===== src/rtl/cpu_run_ctrl.sv =====
// cpu_run_ctrl: sequences the core reset, bounds run length, detects halt and hashes write-back traffic.
// Optional PC stall watchdog enabled by defining CPU_RUN_CTRL_WDOG_EN.
module cpu_run_ctrl #(
  parameter int DATA_W      = 32,
  parameter int CNT_W       = 16,
  parameter int RST_CYCLES  = 2,
  parameter int MAX_CYCLES  = 1000,
  parameter int PC_W        = 32,
  parameter int STALL_LIMIT = 8
) (
  input  logic              clk,
  input  logic              rst,
  input  logic              start,
  input  logic              halt_req,
  input  logic              wb_en,
  input  logic [4:0]        wb_addr,
  input  logic [DATA_W-1:0] wb_data,
`ifdef CPU_RUN_CTRL_WDOG_EN
  input  logic [PC_W-1:0]   pc,
  output logic              stalled,
`endif
  output logic              cpu_rst,
  output logic              running,
  output logic              done,
  output logic              timeout,
  output logic [CNT_W-1:0]  cycle_cnt,
  output logic [CNT_W-1:0]  retired_cnt,
  output logic [DATA_W-1:0] signature
);
  localparam int RST_N = RST_CYCLES < 1 ? 1 : RST_CYCLES;
  typedef enum logic [1:0] {IDLE, RESET, RUN, DONE} state_t;
  state_t            state_q, state_d;
  logic [31:0]       rcnt_q, rcnt_d;
  logic [CNT_W-1:0]  cyc_q, cyc_d, ret_q, ret_d, cyc_inc;
  logic [DATA_W-1:0] sig_q, sig_d;
  logic              cpu_rst_q, cpu_rst_d, running_q, running_d;
  logic              done_q, done_d, timeout_q, timeout_d;
  logic              launch, run, hit_max, hit_stall, ending;
  assign run     = state_q == RUN;
  assign launch  = state_d == RESET && state_q != RESET;
  assign ending  = run && state_d == DONE;
  assign cyc_inc = cyc_q + 1'b1;
  assign hit_max = cyc_inc == CNT_W'(MAX_CYCLES);
`ifdef CPU_RUN_CTRL_WDOG_EN
  logic [PC_W-1:0] pc_q, pc_d;
  logic [31:0]     stall_q, stall_d, stall_inc;
  logic            stalled_q, stalled_d;
  // cyc_q is zero only in the first RUN cycle, which always counts as a PC change
  assign stall_inc = (cyc_q == '0 || pc != pc_q) ? 32'd0 : stall_q + 32'd1;
  assign hit_stall = stall_inc == 32'(STALL_LIMIT);
  assign stalled   = stalled_q;
  always_comb begin
    pc_d      = run ? pc : pc_q;
    stall_d   = launch ? 32'd0 : run ? stall_inc : stall_q;
    stalled_d = launch ? 1'b0 : ending ? !halt_req && hit_stall : stalled_q;
  end
  always_ff @(posedge clk) begin
    if (rst) begin
      pc_q      <= '0;
      stall_q   <= '0;
      stalled_q <= 1'b0;
    end else begin
      pc_q      <= pc_d;
      stall_q   <= stall_d;
      stalled_q <= stalled_d;
    end
  end
`else
  assign hit_stall = 1'b0;
`endif
  always_ff @(posedge clk) begin
    if (rst) begin
      state_q   <= IDLE;
      rcnt_q    <= '0;
      cyc_q     <= '0;
      ret_q     <= '0;
      sig_q     <= '0;
      cpu_rst_q <= 1'b1;
      running_q <= 1'b0;
      done_q    <= 1'b0;
      timeout_q <= 1'b0;
    end else begin
      state_q   <= state_d;
      rcnt_q    <= rcnt_d;
      cyc_q     <= cyc_d;
      ret_q     <= ret_d;
      sig_q     <= sig_d;
      cpu_rst_q <= cpu_rst_d;
      running_q <= running_d;
      done_q    <= done_d;
      timeout_q <= timeout_d;
    end
  end
  always_comb begin
    state_d = state_q;
    case (state_q)
      IDLE, DONE: if (start) state_d = RESET;
      RESET:      if (rcnt_q == 32'd1) state_d = RUN;
      RUN:        if (halt_req || hit_stall || hit_max) state_d = DONE;
      default:    state_d = IDLE;
    endcase
  end
  always_comb begin
    cpu_rst_d = state_d != RUN;
    running_d = state_d == RUN;
    done_d    = state_d == DONE;
    timeout_d = launch ? 1'b0 : ending ? !halt_req && !hit_stall : timeout_q;
    rcnt_d    = launch ? 32'(RST_N) : state_q == RESET ? rcnt_q - 32'd1 : rcnt_q;
    cyc_d     = launch ? '0 : run ? cyc_inc : cyc_q;
    ret_d     = launch ? '0 : run && wb_en ? ret_q + 1'b1 : ret_q;
    sig_d     = launch ? '0 : run && wb_en
              ? {sig_q[DATA_W-2:0], sig_q[DATA_W-1]} ^ wb_data ^ DATA_W'(wb_addr) : sig_q;
  end
  assign cpu_rst     = cpu_rst_q;
  assign running     = running_q;
  assign done        = done_q;
  assign timeout     = timeout_q;
  assign cycle_cnt   = cyc_q;
  assign retired_cnt = ret_q;
  assign signature   = sig_q;
endmodule


===== config.mk =====
export PLATFORM = sky130hd
export DESIGN_NAME = cpu_run_ctrl
export DESIGN_NICKNAME = d
export VERILOG_FILES = /design/src/rtl/cpu_run_ctrl.sv
export SDC_FILE = /design/constraint.sdc
export NUM_CORES = 1
export LEC_CHECK = 0
export ABC_AREA = 1
export CAP_MARGIN = 20
export CORE_ASPECT_RATIO = 1.1
export CORE_UTILIZATION = 46
export CTS_CLUSTER_DIAMETER = 30
export DETAILED_ROUTE_END_ITERATION = 6
export GPL_ROUTABILITY_DRIVEN = 0
export GPL_TIMING_DRIVEN = 0
export PLACE_DENSITY = 0.77
export SETUP_SLACK_MARGIN = 0.15
export SLEW_MARGIN = 30
export SYNTH_ARGS = -nofsm -noshare
export SYNTH_HDL_FRONTEND = slang
export SYNTH_SLANG_ARGS = --single-unit

===== constraint.sdc =====
create_clock -name clk -period 2.1 [get_ports clk]
set_input_delay 0.21 -clock clk [delete_from_list [all_inputs] [get_ports clk]]
set_output_delay 0.21 -clock clk [all_outputs]
set_load 0.02 [all_outputs]

==> impl_metrics.json, run 1 <==
{
  "die-area_um2": 11300,
  "p_seq_share_pct": 28.0,
  "start_kind": "register",
  "outcome": "finished with violations",
  "die_h_um": 111,
  "rows": 39,
  "synth_edf_count": 0,
  "fin_setup_tns_ps": -20590,
  "syn_area_per_cell_um2": 7.64,
  "cp.required_ps": 2340,
  "area.growth.synth_to_final_pct": 47.9,
  "start_util_pct": 47.7,
  "pwr-share-clk_pct": 17.4,
  "io_buffers": 109,
  "layout_common_cells": "118 x nand2_1, 109 x clkdlybuf4s50_1, 91 x dfxtp_1",
  "dp.cells": 907,
  "grt_pass1_wl_mm": 21.3,
  "power_switching_w": 0.00425,
  "dp_hpwl_mm": 8.80,
  "synth_fa_ha_area_share_pct": 1.75,
  "syn_nets": 704,
  "synth-xor-area-share_pct": 11.7,
  "critical_path_class": "reg -> reg",
  "failed_checks": "setup timing",
  "cts_tree": "yes",
  "setup_viol": 101,
  "layout_min_cycle_time_ps": 2350,
  "synth_cells": 655,
  "ir_worst_vdd_v": 0.000772,
  "vias": 4886,
  "core_area_um2": 10500,
  "final_hold_viol_count": 0,
  "fin_crit_sh_pct": 112,
  "yosys_warnings": 0,
  "die_x_um": 101,
  "max_cap_viol_count": 0,
  "synth-seq-cells": 102,
  "skew_ps": 10.5,
  "cts.sinks": 102,
  "synth-async-reset-ratio_pct": 0,
  "slew_violations": 0,
  "final_layout_size_suffix_gt1_share_pct": 22.5,
  "grt_overflow": 0,
  "synth-simple-area-share_pct": 29.4,
  "clock.fmax_mhz": 425,
  "postCtsHoldBufs": 0,
  "drc_errors": 0,
  "cts_buffers": 9,
  "worst_pin_slew_ps": 743,
  "grt_max_degree": 19,
  "hold_path.class": "reg -> reg",
  "internal_power_w": 0.00578,
  "fin_nets": 854,
  "cp.arrival_ps": 2590,
  "synth_compound_area_share_pct": 4.63,
  "dr.pass1.iters": 6,
  "mostFrequentLayoutCell": "nand2_1",
  "synth_top_family_by_area": "simple AND/OR/NAND/NOR gates",
  "cts_buffer_depth": 2,
  "synthesis.area_um2": 5000,
  "antenna_cells": 0,
  "dominantRegCellSynth": "dfxtp_1",
  "antenna_left": 0,
  "worst_slack_ps": -251,
  "utilization_pct": 70.5,
  "synth_mux_area_share_pct": 5.40,
  "grt_pass1_vias": 4685,
  "vias_per_cell": 5.13,
  "ys_seq_area_share_pct": 40.8,
  "ioPinCount": 110,
  "final_cells": 953,
  "antenna_found_initial": 0,
  "synth_cell_types": 34,
  "total_leakage_power_nw": 3.02,
  "wire_per_inst_um": 14.5,
  "rsz0062_at_grt": "true",
  "endpoint_kind": "register",
  "relSlewSlack_pct": 50.5,
  "htreeDepth": 3,
  "clkTransAtPathRegs_ps": 70,
  "cts-root-buf": "clkbuf_16",
  "first_iter_violations": 276,
  "swShare_pct": 42.4,
  "clock_latency_ps": 350,
  "grt.total_usage_pct": 23.4,
  "crit_path_max_fanout": 7,
  "powerDensity_nw_per_um2": 1360,
  "power_frac_comb_pct": 54.6,
  "wl_mm": 13.8
}
[Yosys cell counts (4+ instances only)]
cell type	number	area share [%]
or2_2	9	1.1
nor2_1	120	9.0
xnor2_1	13	2.3
nand2_1	127	9.5
ha_1	7	1.8
a21oi_1	26	2.6
buf_2	5	0.50
xor2_1	54	9.5
inv_1	51	3.8
buf_6	4	0.90
mux2i_1	27	5.4
nor3_1	14	1.4
nor2_2	12	1.5
nand4_1	11	1.4
dfxtp_1	102	41
clkbuf_1	5	0.38
nand3_1	26	2.6
o21ai_0	16	1.6
nor4_1	5	0.63
[per-stage QoR]
step / power [W] / setup slack (ps) / hold WS (ps) / cell area [µm²]
floorplan: 0.00563 / 16.5 / 282 / 5060
global placement: 0.00657 / -282 / 460 / 6330
detailed placement: 0.00669 / -326 / 460 / 6330
CTS: 0.00909 / -108 / 466 / 7000
global route: 0.0107 / -423 / 504 / 7400
finish: 0.0100 / -251 / 478 / 7400
[critical path: stages (launching register included)]
cell and delay (ps):
dfxtp_4 370, ha_4 150, nand3_4 90, nor2_4 210, nand2_2 110, nand2_2 80, nand2_2 60, nor2_2 120
nand2_1 60, nor2_1 100, nand2_1 90, nand2_2 70, nand2_2 60, nand2_4 80, nand4_4 90, nand2_4 160
buf_12 170, clkbuf_16 160, nor2_2 30
[layout make-up]
| cell class | instances | area (µm²) |
|---|---|---|
| fillers | 748 | 3090 |
| multi-input cells | 483 | 2980 |
| flip-flops and latches | 102 | 2060 |
| repair buffers | 139 | 1480 |
| clock buffers | 10 | 239 |
| inverters | 54 | 205 |
| plain buffers | 16 | 179 |
| well taps | 143 | 179 |
| clock inverters | 6 | 76.3 |
[timing repair]
action,CTS,global route
endpoints found under the setup margin,99,101
resized for setup,55,70
buffers inserted,14,9
pin swaps,13,11
gates cloned,2,5
[path summary, 6_finish.rpt]
kind	end	slack, ps	cells after the start	from
worst max-delay path	cycle_cnt[6]	-250	18	cycle_cnt[1]
worst min-delay path	timeout	480	2	timeout
worst max register to register	cycle_cnt[6]	-250	18	cycle_cnt[1]
worst min register to register	timeout	480	2	timeout
[registers in the layout (all words and copies together), names as in the netlist]
| register | count |
|---|---|
| retired_cnt | 16 |
| timeout | 1 |
| running | 1 |
| state_q | 2 |
| cpu_rst | 1 |
| rcnt_q | 32 |
| signature | 32 |
| cycle_cnt | 16 |
| done | 1 |
[cell families after synthesis]
group	Yosys count
AOI/OAI and AO/OA	45
muxes	27
xor gates and xnor gates	67
DFF	102
buffers and inverters	70
and+or+nand+nor	337
adders and majority gates	7
[power groups by stage]
stage               clock network (W)  logic (W)  registers (W)
floorplan                           0    0.00277        0.00287
finish                        0.00174    0.00548        0.00281
global route                  0.00184    0.00595        0.00286
detailed placement                  0    0.00389        0.00280
CTS                           0.00175    0.00455        0.00278
global placement                    0    0.00380        0.00277
[metal layers]
layer	wire length (µm)	vias to the layer above	GRT usage, %
li1	-	2383	-
met1	5650	2316	27.2
met2	7350	155	42.8
met3	504	32	3.77
met4	330	0	8.02
met5	0	-	0
Note: power is estimated with default switching activity, not from simulation.
==> inputs of run 2 (changes only) <==
--- a/config.mk
+++ b/config.mk
@@ -8,12 +8,12 @@
 export ABC_AREA = 1
 export CAP_MARGIN = 20
 export CORE_ASPECT_RATIO = 1.1
-export CORE_UTILIZATION = 46
+export CORE_UTILIZATION = 51
 export CTS_CLUSTER_DIAMETER = 30
 export DETAILED_ROUTE_END_ITERATION = 6
 export GPL_ROUTABILITY_DRIVEN = 0
 export GPL_TIMING_DRIVEN = 0
-export PLACE_DENSITY = 0.77
+export PLACE_DENSITY = 0.8
 export SETUP_SLACK_MARGIN = 0.15
 export SLEW_MARGIN = 30
 export SYNTH_ARGS = -nofsm -noshare
==> constraint.sdc (replaced) <==
create_clock -name clk -period 2.3 [get_ports clk]
set_input_delay 0.23 -clock clk [delete_from_list [all_inputs] [get_ports clk]]
set_output_delay 0.23 -clock clk [all_outputs]
set_load 0.02 [all_outputs]
==> run 2 against run 1 <==
Net effect:
- the flow still finishes with violations (setup timing)
- flip-flop and latch count unchanged
- maximum frequency decreased by 3.4%
- routed wire length decreased by 0.68%
- combinational power decreased by 18%
- setup slack improved by 120 ps
- global-route usage increased by 2.4 points
- first-iteration DRC count decreased by 3.6%
- largest power group unchanged
==> impl_metrics.json, run 2 (synthesis results as in run 1) <==
{
  "dp_hpwl_mm": 8.73,
  "final_hold_viol_count": 0,
  "die_x_um": 96.4,
  "powerDensity_nw_per_um2": 1170,
  "setup_viol": 85,
  "crit_end": "retired_cnt[6]",
  "htreeDepth": 3,
  "io_buffers": 109,
  "drc_errors": 0,
  "relSlewSlack_pct": 50.2,
  "rsz0062_at_grt": "true",
  "cts_tree": "yes",
  "antenna_found_initial": 0,
  "core_area_um2": 9440,
  "dr.pass1.iters": 5,
  "busiest_layer": "met2",
  "wl_mm": 13.7,
  "die-area_um2": 10200,
  "critical_path_class": "reg -> reg",
  "final_layout_size_suffix_gt1_share_pct": 18.0,
  "use_met3_pct": 4.69,
  "mostFrequentLayoutCell": "nand2_1",
  "first_iter_violations": 266,
  "die_h_um": 106,
  "crit_chain": "ha_4 > nand3_4 > nor2_4 > buf_6 > buf_6 > nand4_1 > nand2_1 > inv_2 > nand2_2 > nor2_2 > nand2_1 > nand2_1 > nand2_1 > nand2_2 > nand4_4 > nand2_8 > buf_12 > buf_16 > buf_8 > a21oi_2",
  "cts_buffers": 9,
  "path_delay_family": "simple AND/OR/NAND/NOR gates",
  "fin_setup_tns_ps": -3920,
  "layout_common_cells": "121 x nand2_1, 109 x clkdlybuf4s50_1, 104 x nor2_1",
  "max_cap_viol_count": 0,
  "reg2reg_depth": 20,
  "antenna_cells": 0,
  "worst_slack_ps": -135,
  "cp_slowest_cell": "dfxtp_4",
  "total_leakage_power_nw": 2.97,
  "clock.fmax_mhz": 411,
  "n_fill_cell": 654,
  "outcome": "finished with violations",
  "clkTransAtPathRegs_ps": 110,
  "holdWs_ps": 483,
  "r2r_start": "cycle_cnt[0]",
  "r2r_end": "retired_cnt[6]",
  "failed_checks": "setup timing",
  "layout_min_cycle_time_ps": 2430,
  "vias": 4978,
  "grt.total_usage_pct": 25.8,
  "rows": 37,
  "cts_buffer_depth": 2,
  "cts.sinks": 102,
  "ioPinCount": 110,
  "postCtsHoldBufs": 0,
  "worst_pin_slew_ps": 746,
  "start_kind": "register",
  "path_depth": 20,
  "slew_violations": 0,
  "antenna_left": 0,
  "worst_path_most_repeated_cell": "nand2_1",
  "min_path_cells": 2,
  "reg2reg_slack_ps": -130,
  "fin_crit_sh_pct": 106,
  "start_util_pct": 53.0,
  "utilization_pct": 75.4,
  "endpoint_kind": "register",
  "crit_path_max_fanout": 7,
  "clock_latency_ps": 380,
  "grt_max_degree": 19,
  "vias_per_cell": 5.31,
  "hold_path.class": "reg -> reg",
  "fin_nets": 865,
  "cp.arrival_ps": 2750,
  "cpPeakStageDelay_ps": 390,
  "ir_worst_vdd_v": 0.000747,
  "met1_usage_pct": 28.8,
  "wire_per_inst_um": 14.7,
  "grt_pass1_wl_mm": 20.7,
  "use_met2_pct": 47.1,
  "skew_ps": 17.9,
  "cts-root-buf": "clkbuf_8",
  "cp.required_ps": 2620,
  "path_buf_inv": 6,
  "area.growth.synth_to_final_pct": 42.3,
  "grt_pass1_vias": 4644,
  "grt_overflow": 0,
  "crit_path_start": "cycle_cnt[0]"
}
-- run 2: cell types whose count changed in the layout (fill, tap and decap cells not counted), sizes merged --
| cell | before | now |
|---|---|---|
| buf | 35 | 50 |
| clkbuf | 21 | 17 |
| inv | 55 | 57 |
| clkinv | 4 | 2 |
-- run 2: worst min path at each step --
stage | start | to | slack [ps]
5_1_grt | rst | state_q[0] | 510
6_report | rcnt_q[29] | rcnt_q[29] | 480
3_3_place_gp | timeout | timeout | 460
4_1_cts | rcnt_q[29] | rcnt_q[29] | 490
2_1_floorplan | rst | state_q[0] | 300
3_5_place_dp | timeout | timeout | 470
-- run 2: stage by stage --
stage	power [W]	instances	cell area, µm²	worst slack (ps)
after floorplan	0.00512	655	5020	176
after global placement	0.00597	881	6260	-194
after detailed placement	0.00607	881	6260	-284
after CTS	0.00791	927	6930	53.0
after global routing	0.00886	938	7120	-197
final	0.00832	938	7120	-135
-- run 2: what timing repair did --
action,in CTS,in global routing
setup endpoints to repair,96,101
gates cloned,3,0
gates resized for setup,55,31
pin swaps,18,12
buffers inserted,27,11
-- run 2: per-layer routing --
layer  up-vias  part of all wire [%]  wire length [µm]
met2       171                    53              7240
met5         -                     0                 0
met3        53                   4.9               680
met4         0                   3.2               440
met1      2349                    39              5380
li1       2405                     -                 -
-- run 2: power by group --
group | internal (W) | switching (W)
Sequential | 0.00216 | 0.000394
Clock | 0.000551 | 0.000691
Combinational | 0.00199 | 0.00254
-- run 2: tightest hold or removal path, cell delays in order (launching register included) --
cell     delay [ps]
dfxtp_1         320
nand2_1          60
a21oi_1          50
-- run 2: area by class of cell --
type                    instances  area [µm²]  area share [%]
multi-input cells             483        2850            40.1
plain buffers                  16         158            2.21
clock buffers                  10         138            1.93
well taps                     117         146            2.06
clock inverters                 6        73.8            1.04
inverters                      54         213            2.99
flip-flops and latches        102        2060            29.0
repair buffers                150        1480            20.8
==> edit: new RTL, config.mk and constraints of run 1 <==
Add a define of `CPU_RUN_CTRL_WDOG_EN`.
--- a/src/rtl/cpu_run_ctrl.sv
+++ b/src/rtl/cpu_run_ctrl.sv
@@ -1,5 +1,7 @@
 // cpu_run_ctrl: sequences the core reset, bounds run length, detects halt and hashes write-back traffic.
 // Optional PC stall watchdog enabled by defining CPU_RUN_CTRL_WDOG_EN.
+`define CPU_RUN_CTRL_WDOG_EN
+
 module cpu_run_ctrl #(
   parameter int DATA_W      = 32,
   parameter int CNT_W       = 16,
Ports: changed (added pc and stalled); port bits go from 110 to 143. The function was not compared with the original's and may differ.
==> edit against run 1 <==
The run still ends with negative setup slack left. Worst setup slack worse by 0.62 ns. Count of clock-buffer cells in the layout is 9 higher. Synthesized cell count rose by 110%. Wire length up 93%. Hold slack lost 0.12 ns. Final area grew 73%. Area after synthesis is 83% higher. Maximum frequency shrank 21%. Power increased by 56%. Sequential cell count rose by 65. Via count increased by 91%. Highest routed layer unchanged.
==> edit: results (changes against run 1) <==
Critical path
  – R2r endpoint: timeout
  – R2R cell count: 20 (+2)
  – Cell with the largest stage delay on the worst path: dfxtp_2
  – Reg-to-reg critical path startpoint: stall_q[6]
  – Critical Path Start: stall_q[6]

Timing
  – Fin Hold WS: 0.359 ns (-0.119 ns)
  – # setup viols final: 134 (+33%)
  – Worst Slack Setup Final: -0.875 ns (-0.623 ns)
  – Layout Skew: 0.0142 ns (+0.00372 ns)
  – Max-slew headroom at the worst pin: 52.8% (+2.3 points)
  – Total negative slack: -107.35 ns (-86.76 ns)

Clocking
  – Total CTS buffers: 17 (+8)
  – Clk_lat worst skew: 0.45 ns (+0.10 ns)

Synth
  – Post-Synth Adder-Cell Area: 1.23% (-0.52 points)
  – Synth unique cells: 37 (+8.8%)
  – Synth Area in Compound Gates: 7.32% (+2.7 points)
  – Mean area per synthesized cell: 6.75 µm² (-12%)
  – Mux cell area share after synthesis: 3.27% (-2.1 points)
  – Synth Area in XOR/XNOR: 10.9% (-0.85 points)
  – Sequential share of the synthesized area: 36.4% (-4.4 points)

Placed design
  – HPWL Detailed: 17.5 mm (+99%)
  – Placed Cells: 1748 (+93%)
  – Placed inst area: 11000 µm² (+73%)

Worst hold path
  – Hold worst-path end: pc_q[14]
  – Worst hold path type: in2reg

Finish
  – Share of layout cells above drive strength 1: 18.9% (-3.6 points)
  – Fillers: 1565 (+110%)
  – Post-layout util: 66.5% (-4.1 points)

Power and ir drop
  – Peak supply drop: 0.707 mV (-8.4%)
  – Seq. pwr: 4.55 mW (+62%)
  – Lkg Pwr: 5.45 nW (+80%)
  – Switching Fraction: 41.3% (-1.1 points)
  – Logic gate share of total power: 50.8% (-3.8 points)
  – Int Pwr: 9.22 mW (+60%)

Detailed routing
  – Via density: 5.09 (-0.79%)
  – DRT iter0 DRCs: 696 (+150%)
  – Post-Route WL: 26.7 mm (+93%)
  – Metal-1 WL: 11.2 mm (+98%)
  – DR WL/cell: 14.5 µm (+0.12%)
  – Drt first pass iters: 5 (-1)

Run status
  – Outcome: complete, but fails checks
  – Failing checks: negative setup slack

Global route
  – Vias in the first global route: 8673 (+85%)
  – Largest net degree at the start of global routing: 17 (-2)
  – First-pass GRT wire length: 40.1 mm (+88%)
  – GR Layer Usage met3: 7.68% (+3.9 points)
[edit: cell types whose count changed in the layout (fill, tap and decap cells not counted), sizes merged, moves of 20 or more]
cell,run 1,this run
buf,35,63
clkbuf,21,51
clkdlybuf4s50,109,142
dfxtp,102,167
inv,55,188
nand2,130,278
nand3,28,51
nor2,134,305
o21ai,16,91
xnor2,13,33
xor2,54,81
[edit: worst max path at each step]
stage	end	slack, ns	cells past startpoint
detailed placement	stall_q[22]	-1.30	23
global route	stall_q[20]	-0.98	20
floorplan	stall_q[1]	-0.24	22
CTS	timeout	-0.67	24
global placement	stall_q[25]	-1.30	23
finish	timeout	-0.87	20
[edit: what timing repair did]
| item | CTS | global route |
|---|---|---|
| hold buffers | 0 | 0 |
| buffers inserted | 27 | 12 |
| cloned | 3 | 12 |
| resized for setup | 88 | 135 |
| pin swaps | 22 | 26 |
| endpoints found under the setup margin | 167 | 167 |
[edit: worst register-to-register path: stages, from the launching register on]
cell and delay, ns:
dfxtp_2 0.38, nand2_1 0.11, nor2_2 0.17, nand2_1 0.12, nor2_2 0.18, xor2_1 0.21, inv_1 0.06, o21ai_0 0.23
nand3_2 0.14, nor2_4 0.19, nand2_2 0.09, buf_4 0.13, buf_4 0.12, buf_4 0.12, buf_4 0.13, buf_4 0.12
buf_4 0.13, nand2_2 0.04, nand4_1 0.09, nand2_1 0.07, nor2_1 0.04
[edit: cell type report]
| class | instances | area share, % |
|---|---|---|
| timing repair buffer | 196 | 16.4 |
| clock buffer | 19 | 3.53 |
| tap | 247 | 2.41 |
| sequential | 167 | 26.6 |
| buffer | 41 | 2.83 |
| multi-input combinational | 968 | 41.8 |
| clock inverter | 13 | 1.02 |
| inverter | 183 | 5.38 |
